[src/rtl/alu_pkg.sv]
// Shared constants for the multi-byte ALU sequencer:
// one-hot opcodes, flag bit positions and FSM encoding.
package alu_pkg;

  localparam logic [6:0] OP_ADD = 7'b0000001;
  localparam logic [6:0] OP_SUB = 7'b0000010;
  localparam logic [6:0] OP_AND = 7'b0000100;
  localparam logic [6:0] OP_OR  = 7'b0001000;
  localparam logic [6:0] OP_NOT = 7'b0010000;
  localparam logic [6:0] OP_SHL = 7'b0100000;
  localparam logic [6:0] OP_SHR = 7'b1000000;

  localparam int FLAG_CARRY = 0;
  localparam int FLAG_ZERO  = 1;
  localparam int FLAG_POS   = 2;

  typedef enum logic [1:0] {
    S_IDLE = 2'd0,
    S_EXEC = 2'd1,
    S_DONE = 2'd2
  } state_e;

  // Shifts cannot be chained bytewise, so they are rejected.
  function automatic logic op_legal(
    input logic [6:0] op
  );
    return $onehot(op) &&
      ((op & (OP_SHL | OP_SHR)) == '0);
  endfunction

  function automatic logic op_chain(
    input logic [6:0] op
  );
    return (op & (OP_ADD | OP_SUB)) != '0;
  endfunction

endpackage

[src/rtl/alu_seq_if.sv]
// Request/response bundle between a requester and
// the multi-byte ALU sequencer.
interface alu_seq_if #(
  parameter int MAX_BYTES = 4,
  parameter int LEN_W = $clog2(MAX_BYTES) + 1
);

  logic                   start;
  logic                   ready;
  logic [6:0]             op;
  logic [LEN_W-1:0]       len;
  logic [8*MAX_BYTES-1:0] opa;
  logic [8*MAX_BYTES-1:0] opb;
  logic                   cin;
  logic                   done;
  logic                   err;
  logic [8*MAX_BYTES-1:0] result;
  logic [2:0]             flags;

  modport master (
    output start, op, len, opa, opb, cin,
    input  ready, done, err, result, flags
  );

  modport slave (
    input  start, op, len, opa, opb, cin,
    output ready, done, err, result, flags
  );

endinterface

[src/rtl/alu_seq.sv]
// Drives an external 8-bit ALU one byte per cycle,
// LSB first, chaining carry and accumulating flags.
module alu_seq
  import alu_pkg::*;
#(
  parameter int MAX_BYTES = 4,
  parameter int LEN_W = $clog2(MAX_BYTES) + 1
) (
  input  logic       clk,
  input  logic       rst,
  alu_seq_if.slave   bus,
  output logic [7:0] alu_a,
  output logic [7:0] alu_b,
  output logic [7:0] alu_fi,
  output logic [6:0] alu_op,
  input  logic [7:0] alu_d,
  input  logic [7:0] alu_fo
);

  localparam int W = 8 * MAX_BYTES;

  state_e           state_q, state_d;
  logic [6:0]       op_q, op_d;
  logic [LEN_W-1:0] len_q, len_d;
  logic [LEN_W-1:0] idx_q, idx_d;
  logic [W-1:0]     opa_q, opa_d;
  logic [W-1:0]     opb_q, opb_d;
  logic [W-1:0]     result_q, result_d;
  logic [2:0]       flags_q, flags_d;
  logic             carry_q, carry_d;
  logic             zero_q, zero_d;
  logic             err_q, err_d;

  logic       legal;
  logic       last;
  logic       exec;
  logic       c_new;
  logic       z_new;
  logic [7:0] a_byte;
  logic [7:0] b_byte;
  logic       unused_fo;

  assign unused_fo = |alu_fo[7:1];
  assign exec = (state_q == S_EXEC);
  assign last = (idx_q + LEN_W'(1)) == len_q;
  assign legal = op_legal(bus.op) &&
    (bus.len != '0) &&
    (bus.len <= LEN_W'(MAX_BYTES));
  assign c_new = op_chain(op_q) & alu_fo[0];
  assign z_new = zero_q & (alu_d == 8'h00);

  always_comb begin
    a_byte = '0;
    b_byte = '0;
    for (int i = 0; i < MAX_BYTES; i++) begin
      if (idx_q == LEN_W'(i)) begin
        a_byte = opa_q[8*i +: 8];
        b_byte = opb_q[8*i +: 8];
      end
    end
  end

  always_comb begin
    state_d  = state_q;
    op_d     = op_q;
    len_d    = len_q;
    idx_d    = idx_q;
    opa_d    = opa_q;
    opb_d    = opb_q;
    result_d = result_q;
    flags_d  = flags_q;
    carry_d  = carry_q;
    zero_d   = zero_q;
    err_d    = err_q;
    unique case (state_q)
      S_IDLE: begin
        if (bus.start) begin
          op_d     = bus.op;
          len_d    = bus.len;
          opa_d    = bus.opa;
          opb_d    = bus.opb;
          idx_d    = '0;
          result_d = '0;
          flags_d  = '0;
          zero_d   = 1'b1;
          err_d    = !legal;
          carry_d  = legal & bus.cin &
                     op_chain(bus.op);
          state_d  = legal ? S_EXEC : S_DONE;
        end
      end
      S_EXEC: begin
        for (int i = 0; i < MAX_BYTES; i++) begin
          if (idx_q == LEN_W'(i)) begin
            result_d[8*i +: 8] = alu_d;
          end
        end
        carry_d = c_new;
        zero_d  = z_new;
        idx_d   = idx_q + LEN_W'(1);
        // Last byte carries the word's sign bit.
        if (last) begin
          flags_d[FLAG_CARRY] = c_new;
          flags_d[FLAG_ZERO]  = z_new;
          flags_d[FLAG_POS]   = !z_new & !alu_d[7];
          state_d = S_DONE;
        end
      end
      S_DONE: state_d = S_IDLE;
      default: state_d = S_IDLE;
    endcase
  end

  always_ff @(posedge clk) begin
    if (rst) begin
      state_q  <= S_IDLE;
      op_q     <= '0;
      len_q    <= '0;
      idx_q    <= '0;
      opa_q    <= '0;
      opb_q    <= '0;
      result_q <= '0;
      flags_q  <= '0;
      carry_q  <= 1'b0;
      zero_q   <= 1'b0;
      err_q    <= 1'b0;
    end else begin
      state_q  <= state_d;
      op_q     <= op_d;
      len_q    <= len_d;
      idx_q    <= idx_d;
      opa_q    <= opa_d;
      opb_q    <= opb_d;
      result_q <= result_d;
      flags_q  <= flags_d;
      carry_q  <= carry_d;
      zero_q   <= zero_d;
      err_q    <= err_d;
    end
  end

  assign bus.ready  = (state_q == S_IDLE);
  assign bus.done   = (state_q == S_DONE);
  assign bus.err    = err_q;
  assign bus.result = result_q;
  assign bus.flags  = flags_q;

  assign alu_op = exec ? op_q : '0;
  assign alu_a  = exec ? a_byte : '0;
  assign alu_b  = exec ? b_byte : '0;
  assign alu_fi = exec ? {7'b0, carry_q} : '0;

endmodule

[src/flat_wrapper.sv]
// flat-port wrapper written by rule: the top's interface ports become plain ports
module alu_seq_flat import alu_pkg::*;
#(
  parameter int MAX_BYTES = 4,
  parameter int LEN_W = $clog2(MAX_BYTES) + 1
)
  (clk, rst, alu_a, alu_b, alu_fi, alu_op, alu_d, alu_fo, bus_start, bus_op, bus_len, bus_opa, bus_opb, bus_cin, bus_ready, bus_done, bus_err, bus_result, bus_flags);
  alu_seq_if #(.MAX_BYTES(MAX_BYTES), .LEN_W(LEN_W)) bus_i ();
  input  logic clk;
  input  logic rst;
  output logic [7:0] alu_a;
  output logic [7:0] alu_b;
  output logic [7:0] alu_fi;
  output logic [6:0] alu_op;
  input  logic [7:0] alu_d;
  input  logic [7:0] alu_fo;
  input wire logic [$bits(bus_i.start)-1:0] bus_start;
  input wire logic [$bits(bus_i.op)-1:0] bus_op;
  input wire logic [$bits(bus_i.len)-1:0] bus_len;
  input wire logic [$bits(bus_i.opa)-1:0] bus_opa;
  input wire logic [$bits(bus_i.opb)-1:0] bus_opb;
  input wire logic [$bits(bus_i.cin)-1:0] bus_cin;
  output wire logic [$bits(bus_i.ready)-1:0] bus_ready;
  output wire logic [$bits(bus_i.done)-1:0] bus_done;
  output wire logic [$bits(bus_i.err)-1:0] bus_err;
  output wire logic [$bits(bus_i.result)-1:0] bus_result;
  output wire logic [$bits(bus_i.flags)-1:0] bus_flags;
  assign bus_i.start = bus_start;
  assign bus_i.op = bus_op;
  assign bus_i.len = bus_len;
  assign bus_i.opa = bus_opa;
  assign bus_i.opb = bus_opb;
  assign bus_i.cin = bus_cin;
  assign bus_ready = bus_i.ready;
  assign bus_done = bus_i.done;
  assign bus_err = bus_i.err;
  assign bus_result = bus_i.result;
  assign bus_flags = bus_i.flags;
  alu_seq #(.MAX_BYTES(MAX_BYTES), .LEN_W(LEN_W)) u_core (.clk(clk), .rst(rst), .bus(bus_i), .alu_a(alu_a), .alu_b(alu_b), .alu_fi(alu_fi), .alu_op(alu_op), .alu_d(alu_d), .alu_fo(alu_fo));
endmodule
[config.mk]
export PLATFORM = sky130hd
export DESIGN_NAME = alu_seq_flat
export DESIGN_NICKNAME = d
export VERILOG_FILES = /design/src/rtl/alu_pkg.sv /design/src/rtl/alu_seq_if.sv /design/src/rtl/alu_seq.sv /design/src/flat_wrapper.sv
export SDC_FILE = /design/constraint.sdc
export NUM_CORES = 1
export LEC_CHECK = 0
export CORE_MARGIN = 2
export CORE_UTILIZATION = 50
export DETAILED_ROUTE_END_ITERATION = 6
export GPL_TIMING_DRIVEN = 0
export PLACE_DENSITY = 0.85
export SLEW_MARGIN = 5
export SYNTH_ARGS = -nofsm -noshare
export SYNTH_HDL_FRONTEND = slang
export SYNTH_SLANG_ARGS = --single-unit
[constraint.sdc]
create_clock -name clk -period 9.65 [get_ports clk]
set_input_delay 2.895 -clock clk [delete_from_list [all_inputs] [get_ports clk]]
set_output_delay 2.895 -clock clk [all_outputs]
set_load 0.01 [all_outputs]
Yosys cells after proc, flatten, opt, wreduce, memory -nomap -nowiden:

Cells that the tools add are included.

* bits in registers: 117
* bits of input ports: 94
* output and inout port bits: 69
* word-level logic and storage cells: 92

* $add $sub $neg: 7
* $lt $le $gt $ge: 1
* equality and inequality tests: 13
* mux-type cells: 30
* bitwise logic cells: 5
* reduce and logical (&&, ||, !) cells: 22

Operator list (number)
* 8-bit 2-to-1 mux: 14
* 32-bit case mux with 2 select lines: 1
* 32-bit 2-to-1 mux: 1
* 3-bit AND reduction: 5
* 7-bit nonzero test: 2
* 3-bit case mux with 2 select lines: 2
* 2-bit != test, second input constant: 5
* 8-bit logical NOT: 1
* 7-bit logical NOT: 1
* 7-bit 2-to-1 mux: 1
* 1-bit by 1-bit adder with 2-bit output: 3
* 3-bit adder: 2
* 3-bit by 1-bit == test with 1-bit output, second input constant: 2
* 3-bit by 2-bit == test with 1-bit output, second input constant: 2
* 2-bit 2-to-1 mux: 3
* 3-bit 2-to-1 mux: 2
* 2-bit AND reduction: 3
* 1-bit AND: 5
* 1-bit case mux with 2 select lines: 2
* 2-bit case mux with 2 select lines: 1
* 3-bit by 1-bit adder with 3-bit output: 1
* 3-bit by 1-bit adder with 3-bit output, second input constant: 1
* 3-bit == test: 1
* 3-bit <= comparator, second input constant: 1
* other kinds (10): 16

Logic depth before layout (Yosys ltp):

Gate-level depths: netlist of the first run.

* depth in word-level cells: 11
* depth in mapped cells: 11
* depth with buffers taken out: 11

Worst setup path after synthesis of the first run:

No wires, ideal clock.

* path kind: input to register
* start point: in bus_op[4]
* end point: reg u_core.state_q[0]
* setup time: 86 ps
* data arrival time: 4987 ps
* required time: 9564 ps
* slack: 4577 ps
* cell stages on the path: 10
* buffers on the path: 0
* cells stage by stage: ha_1 > inv_1 > fa_1 > inv_1 > ha_1 > fa_1 > nor4b_1 > and3_1 > nand2_1 > a211oi_1

* cells in the longest elaborated chain, start to end: 10

RTL lines
* start: declaration: line flat_wrapper.sv:18 `input wire logic [$bits(bus_i.op)-1:0] bus_op;`
* 1-bit by 1-bit adder with 2-bit output (implied by the code): line alu_pkg.sv:27 `return $onehot(op) &&`
* 3-bit by 1-bit adder with 3-bit output (implied by the code): line alu_pkg.sv:27
* 3-bit adder (implied by the code): line alu_pkg.sv:27
* 3-bit by 1-bit == test with 1-bit output: line alu_pkg.sv:27
* 1-bit logical AND: line alu_pkg.sv:27
* 1-bit logical AND: line alu_seq.sv:46 `assign legal = op_legal(bus.op) &&`
* 1-bit logical AND: line alu_seq.sv:47 `(bus.len != '0) &&`
* 2-bit 2-to-1 mux: line alu_seq.sv:89 `state_d = legal ? S_EXEC : S_DONE;`
* 2-bit 2-to-1 mux: line alu_seq.sv:77 `if (bus.start) begin`
* 2-bit case mux with 2 select lines: line alu_seq.sv:75 `unique case (state_q)`
* end signal: assignment: line alu_seq.sv:128 `state_q <= state_d;`
* end: declaration: line alu_seq.sv:22 `state_e state_q, state_d;`

No other way between the ends. The select of a mux whose other input is x is not followed.
A chain may end at the register's enable or synchronous reset.

Worst setup path after layout of the first run:

* start point: reg u_core.idx_q[0]
* end point: out alu_a[4]

* cells in the longest elaborated chain, start to end: 6
* elaborated cells between the ends (all ways): 9
* classes of those cells: eq/ne (3); mux (5); reduce/logical (1)

RTL lines
* start: declaration: line alu_seq.sv:25 `logic [LEN_W-1:0] idx_q, idx_d;`
* start signal: assignment: line alu_seq.sv:131 `idx_q <= idx_d;`
* 3-bit logical NOT: line alu_seq.sv:56 `if (idx_q == LEN_W'(i)) begin`
* 8-bit 2-to-1 mux (3 in a row): line alu_seq.sv:56
* 8-bit 2-to-1 mux *: line alu_seq.sv:56
* 8-bit 2-to-1 mux *: line alu_seq.sv:149 `assign alu_a = exec ? a_byte : '0;`
* end: declaration: line flat_wrapper.sv:11 `output logic [7:0] alu_a;`

Every way passes the cells marked *; elsewhere a longest branch is shown, timed or not.

==> implementation parameters, run 1 <==
Parameter                              Value

Run status
  Status    complete, no violations

Synth
  Register bit count reported by yosys    117
  Yosys warnings    0
  Main flop type after synthesis    sky130_fd_sc_hd__dfxtp_1
  Post-Syn Area per Cell    7.756 um^2
  Yosys cell types    42
  Proportion of synthesized chip area in sequential cells    0.4541
  Syn Std Cell Area    roughly 0.0052 mm^2
  FFs w/ async S/R, synth    0
  Gate count of the mapped netlist    665
  Number of synthesized flops with an enable pin    0

Setup path
  Data arrival time of the worst path    3430 ps
  Crit path required time    6760 ps
  Master of the slowest instance on the critical path    sky130_fd_sc_hd__clkdlybuf4s50_1
  Critical Path Max Stage Delay    540 ps
  Worst Path Buf+Inv    3
  Most prevalent standard cell on the critical path    sky130_fd_sc_hd__clkbuf_1
  Endpoint class of the critical path    output port
  Chain of cells forming the critical path    ha_1, clkbuf_1, clkbuf_1, a21oi_1, o21ai_0, a22o_1, clkdlybuf4s50_1
  Setup Crit Path Kind    flop to output port
  Maximum fanout along the worst path    10
  Startpoint class of the critical path    flop
  CP top delay family    buffers and inverters

CTS
  Clk sink count    117
  Count of cells resized by post-cts repair    0
  Clock insertion delay at the later pin of the skew report    520 ps
  Worst-case clock buffer depth    2
  Hold bufs inserted after CTS    0
  Number of buffers added for setup after CTS    0
  Total number of H-tree levels    4
  Root Buffer    sky130_fd_sc_hd__clkbuf_8
  Number of buffers added by the clock tree synthesis step    17
  Clock slew at the register clock pins of the worst setup and hold paths    50 ps
  TritonCTS clock tree    done

Timing
  Highest clock frequency the design can meet    158.2 MHz
  Clock Skews    5.453 ps
  Summed negative setup slack over all endpoints    0 ps
  Setup violations, final    0
  Share of the clock period used by the worst path    0.6551
  Setup repair after global routing missed its margin    false
  Count of endpoints failing hold in the final timing report    0
  Post-route minimum period    6322 ps
  Worst max-slew margin expressed relative to the limit    0.4038
  Slew at the pin with the worst max-slew slack    887.4 ps
  Number of pins with negative max-slew slack in the final report    0

Finish
  Area occupied by multi-input gates    0.002507 mm^2
  Number of non-filler instances in the completed layout    985
  Final antenna diode count    0
  Sequential Area    about 0.0023 mm^2
  Ratio of cells with drive above 1 in the final layout    0.06007
  Area delta synth->final    43.06%
  Nets    944
  Number of fill cells    779

Detailed routing
  Vias/cell    5.549
  Routed WL per cell    roughly 16 um
  Post-detailed-route count of antenna-violating nets    0
  Number of detailed-route iterations in the first pass    6
  Wirelength, routed    15,860 um
  DRC marker count from the first detailed-route iteration    361
  DR vias    5,466
  DRC violations left    0

Power and ir drop
  Part of the power in the clock network    0.453
  PwrDens    177.8 mW/mm^2
  Net load switching power    0.3385 mW
  Max IR drop VDD    0.0001020 V
  Switching share of power    0.2580
  Flop pwr share    0.401
  Internal power summed over all cells    0.9732 mW
  Combinational Power Share    0.147
  Total leakage power    about 2.8 nW

Floorplanning
  Total core area    around 0.010 mm^2
  Die width    105.6 um
  I/O pin count    163
  Full die area    around 0.011 mm^2
  Initial standard-cell utilization of the core    0.5064
  Std cell rows    37
  Die Y-Extent    105.6 um

Worst hold path
  Worst hold path class    flop to flop

Global routing
  Initial antenna violation count    0
  Overall Global Routing Usage    0.2813
  Global-route wire length before repair    between 20,000 and 25,000 um
  Pin count of the biggest net entering global routing    17
  Global route total overflow    0
  Number of global-route vias before repair    5,282

Placement
  Number of port buffers    147
  Post-placement cell count    about 950
  DP Wirelength    11,550 um
  Final Wtd Congestion    0.9317

Flow run
  Count of max-cap constraint violations    0
==> final timing paths <==
check | from | end | slack [ps] | cells past startpoint
setup / recovery | u_core.idx_q[0] | alu_a[4] | 3330 | 7
hold / removal | u_core.op_q[2] | u_core.op_q[2] | 450 | 2
setup reg to reg | u_core.idx_q[0] | u_core.bus.result[15] | 7190 | 6
hold reg to reg | u_core.op_q[2] | u_core.op_q[2] | 450 | 2
==> cells by family after synthesis <==
family / Yosys count / share of synthesized area
DFF: 117 / 0.4541
and+or+nand+nor: 285 / 0.2487
adders and majority gates: 13 / 0.03591
buffers and inverters: 73 / 0.06405
other: 1 / 0.0007271
xor gates and xnor gates: 5 / 0.008493
AOI/OAI and AO/OA: 171 / 0.1880
==> layout make-up <==
cell class / instances / share of cell area
Clock buffer: 22 / 0.06139
Inverter: 14 / 0.007122
Clock inverter: 9 / 0.01408
Buffer: 59 / 0.03765
Tap cell: 136 / 0.02306
Multi-Input combinational cell: 481 / 0.3398
Timing Repair Buffer: 147 / 0.1994
Sequential cell: 117 / 0.3174
==> Yosys cell counts (all sizes together), types with 3 or more instances <==
library cell / n / share of area
a21oi: 119 / 0.12
nand3: 29 / 0.028
nand2: 195 / 0.14
xor2: 3 / 0.0051
dfxtp: 117 / 0.45
a22o: 16 / 0.027
buf: 25 / 0.029
nor2: 16 / 0.012
fa: 3 / 0.012
nor3b: 3 / 0.0044
and3b: 17 / 0.029
a22oi: 8 / 0.012
ha: 10 / 0.024
nor2b: 3 / 0.0036
o21ai: 18 / 0.017
and2: 11 / 0.013
inv: 14 / 0.010
clkbuf: 34 / 0.025
==> power groups by stage <==
stage	Combinational [mW]	Clock (mW)	Sequential, mW
after floorplan	0.104	0	0.531
after global placement	0.182	0	0.533
after detailed placement	0.188	0	0.534
after CTS	0.190	0.593	0.525
after global routing	0.210	0.614	0.527
final	0.193	0.594	0.525
==> flip-flops by register name, summed over array words and instances, names as in the netlist <==
| name | cells |
|---|---|
| u_core.bus.result | 32 |
| u_core.opa_q | 32 |
| u_core.opb_q | 32 |
| u_core.op_q | 7 |
| u_core.bus.flags | 3 |
| u_core.idx_q | 3 |
| u_core.len_q | 3 |
| u_core.state_q | 2 |
| u_core.bus.err | 1 |
| u_core.carry_q | 1 |
| u_core.zero_q | 1 |
==> tightest hold or removal path, delay by kind of cell, from the launching register on <==
family	cells	cell delay, ps
AOI/OAI and AO/OA	1	50
DFF	1	300
and+or+nand+nor	1	50
==> per-stage QoR <==
step	instance area, um^2	total power [mW]	hold WS (ps)	util	setup slack (ps)
global route	7378	1.352	471.1	0.7244	3201
finish	7378	1.312	451.3	0.7244	3328
global placement	6822	0.7153	439.1	0.6698	3891
floorplan	5180	0.6357	431.7	-	4577
detailed placement	6822	0.7228	444.2	0.6698	3771
CTS	7378	1.308	451.7	0.7244	3372
==> routing by layer <==
layer  routed length, um  track usage  part of all wire  vias up
met1                6296       0.3424              0.40     2538
met2                7780       0.4691              0.49      314
li1                    -            -                 -     2567
met5                   0            0                 0        -
met3                1305      0.06308             0.082       47
met4                 476       0.1382             0.030        0
==> cells in the final DEF (no fill, tap or decap), drive strengths merged, types with 8 or more instances in the layout <==
cell type / instances
nand2: 195
clkdlybuf4s50: 147
a21oi: 119
dfxtp: 117
clkbuf: 56
nand3: 29
buf: 25
o21ai: 18
and3b: 17
a22o: 16
nor2: 16
inv: 14
and2: 11
ha: 10
a22oi: 8
No activity file was read; power rests on OpenSTA's default activity.
==> run 2: changes to the inputs <==
--- a/config.mk
+++ b/config.mk
@@ -6,10 +6,10 @@
 export NUM_CORES = 1
 export LEC_CHECK = 0
 export CORE_MARGIN = 2
-export CORE_UTILIZATION = 50
+export CORE_UTILIZATION = 47
 export DETAILED_ROUTE_END_ITERATION = 6
 export GPL_TIMING_DRIVEN = 0
-export PLACE_DENSITY = 0.85
+export PLACE_DENSITY = 0.81
 export SLEW_MARGIN = 5
 export SYNTH_ARGS = -nofsm -noshare
 export SYNTH_HDL_FRONTEND = slang
==> constraint.sdc (replaced) <==
create_clock -name clk -period 6.13 [get_ports clk]
set_input_delay 1.839 -clock clk [delete_from_list [all_inputs] [get_ports clk]]
set_output_delay 1.839 -clock clk [all_outputs]
set_load 0.01 [all_outputs]
==> implementation parameters, run 2 (synthesis gave the netlist of run 1 again) <==
Parameter                              Value

Run status
  Status    finished, violations left
  Violated checks    DRC

Floorplanning
  Die width    ~110 um
  Std cell rows    38
  Total core area    0.01079 mm^2
  I/O pin count    approximately 160
  Die Y-Extent    108.8 um
  Full die area    0.01183 mm^2
  Initial standard-cell utilization of the core    0.4779

Global routing
  Overall Global Routing Usage    0.2809
  Global-route wire length before repair    approximately 25,000 um
  Global route total overflow    0
  Pin count of the biggest net entering global routing    17
  Initial antenna violation count    0
  Number of global-route vias before repair    5,435

Timing
  Post-route minimum period    around 5300 ps
  Number of pins with negative max-slew slack in the final report    0
  Worst max-slew margin expressed relative to the limit    0.3847
  Summed negative setup slack over all endpoints    0 ps
  Worst Slack Setup Final    841.4 ps
  Setup repair after global routing missed its margin    false
  Slew at the pin with the worst max-slew slack    920.9 ps
  Share of the clock period used by the worst path    0.8627
  Clock Skews    5.070 ps
  Setup violations, final    0
  Count of endpoints failing hold in the final timing report    0
  Highest clock frequency the design can meet    roughly 190 MHz

CTS
  Number of buffers added for setup after CTS    0
  Clk sink count    117
  Root Buffer    sky130_fd_sc_hd__clkbuf_8
  TritonCTS clock tree    done
  Worst-case clock buffer depth    2
  Clock insertion delay at the later pin of the skew report    520 ps
  Hold bufs inserted after CTS    0
  Clock slew at the register clock pins of the worst setup and hold paths    60 ps
  Number of buffers added by the clock tree synthesis step    17
  Count of cells resized by post-cts repair    0
  Total number of H-tree levels    4

Detailed routing
  Routed WL per cell    between 15 and 20 um
  DRC marker count from the first detailed-route iteration    361
  Vias/cell    5.520
  Wirelength, routed    16,560 um
  DR vias    between 5,000 and 6,000
  Post-detailed-route count of antenna-violating nets    0
  DRC violations left    1
  Number of detailed-route iterations in the first pass    7

Setup path
  FF-to-FF Start    u_core.idx_q[0]
  Maximum fanout along the worst path    10
  RR Endpoint    u_core.bus.result[11]
  Startpoint class of the critical path    flop
  R2R cell count    6
  Endpoint class of the critical path    output port
  Setup Crit Path Kind    flop to output port
  Crit path required time    roughly 4300 ps
  R2R Setup Slk    approximately 3700 ps
  Data arrival time of the worst path    around 3500 ps

Finish
  Sequential Area    0.002342 mm^2
  Ratio of cells with drive above 1 in the final layout    0.06353
  Highest-count cells in the layout ignoring fill and taps    195 x sky130_fd_sc_hd__nand2_1, 147 x sky130_fd_sc_hd__clkdlybuf4s50_1, 118 x sky130_fd_sc_hd__a21oi_1, 117 x sky130_fd_sc_hd__dfxtp_1, 35 x sky130_fd_sc_hd__clkbuf_1
  Nets    ~940
  Area occupied by multi-input gates    0.002507 mm^2
  Area delta synth->final    43.98%
  Layout Utilization    0.6880
  Most common cell after layout, fill and taps aside    sky130_fd_sc_hd__nand2_1
  Final antenna diode count    0
  Number of fill cells    889
  Area of all placed cells without fillers    0.007426 mm^2

Placement
  Setup slack after placement    around 1400 ps
  Number of port buffers    147
  Placement-stage cell area    0.006827 mm^2
  DP Wirelength    11,790 um
  Final Wtd Congestion    ~0.9

Power and ir drop
  Total leakage power    between 2 and 3 nW
  PwrDens    286.7 mW/mm^2
  Max IR drop VDD    0.0002171 V

Worst hold path
  Hold EP    u_core.opb_q[1]
  Worst hold path class    flop to flop
  Cell depth of the worst hold path    2
  Hold Startpoint    u_core.opb_q[1]

Flow run
  Count of max-cap constraint violations    0
## run 2: changes by cell type in the layout (fill, tap and decap cells not counted), sizes merged
cell,previous run,this run
bufinv,2,3
clkbuf,56,54
clkinv,5,6
clkinvlp,2,3
## run 2: layout make-up
cell class                      instances  area share
Clock inverter                         12     0.02072
Clock buffer                           20     0.05998
Timing Repair Buffer                  147      0.1981
Multi-Input combinational cell        481      0.3377
Tap cell                              140     0.02359
Buffer                                 59     0.03741
Inverter                               14    0.007077
Sequential cell                       117      0.3154
## run 2: worst max path at each step
stage / from / slack [ps] / to / cells after the start
finish: u_core.idx_q[0] / 840 / alu_a[3] / 7
global route: u_core.idx_q[0] / 800 / alu_a[3] / 7
CTS: u_core.idx_q[0] / 930 / alu_a[3] / 7
detailed placement: bus_op[0] / 1400 / u_core.state_q[0] / 12
global placement: bus_op[0] / 1430 / u_core.state_q[0] / 12
floorplan: bus_op[4] / 2110 / u_core.state_q[0] / 10
## run 2: layer usage
| layer | share of wire | vias to the layer above | routed length [um] | track usage |
|---|---|---|---|---|
| met5 | 0 | - | 0 | 0 |
| met2 | 0.49 | 299 | 8186 | 0.4875 |
| met3 | 0.080 | 70 | 1318 | 0.06993 |
| met1 | 0.39 | 2534 | 6421 | 0.3174 |
| met4 | 0.038 | 0 | 633 | 0.1484 |
| li1 | - | 2562 | - | - |
## run 2: stage by stage
stage	cells	hold WS, ps	total power, mW
after detailed placement	958	446.9	1.139
final	990	454.9	2.129
after global placement	958	439.8	1.128
after global routing	990	476.3	2.201
after CTS	990	456.0	2.120
after floorplan	671	431.7	1.001
## run 2: critical path, cell delays in order, from the launching register on
cell                              delay (ps)
sky130_fd_sc_hd__dfxtp_1                 420
sky130_fd_sc_hd__ha_1                    400
sky130_fd_sc_hd__clkbuf_1                460
sky130_fd_sc_hd__clkbuf_1                450
sky130_fd_sc_hd__a21oi_1                 140
sky130_fd_sc_hd__o21ai_0                 310
sky130_fd_sc_hd__a22o_1                  200
sky130_fd_sc_hd__clkdlybuf4s50_1         540
## run 2: where the power goes
group / switching (mW) / leakage, nW / internal, mW
sequential: 0.0255 / 0.955 / 0.803
clock: 0.356 / 0.287 / 0.639
combinational: 0.171 / 1.56 / 0.135
total: 0.552 / 2.80 / 1.58
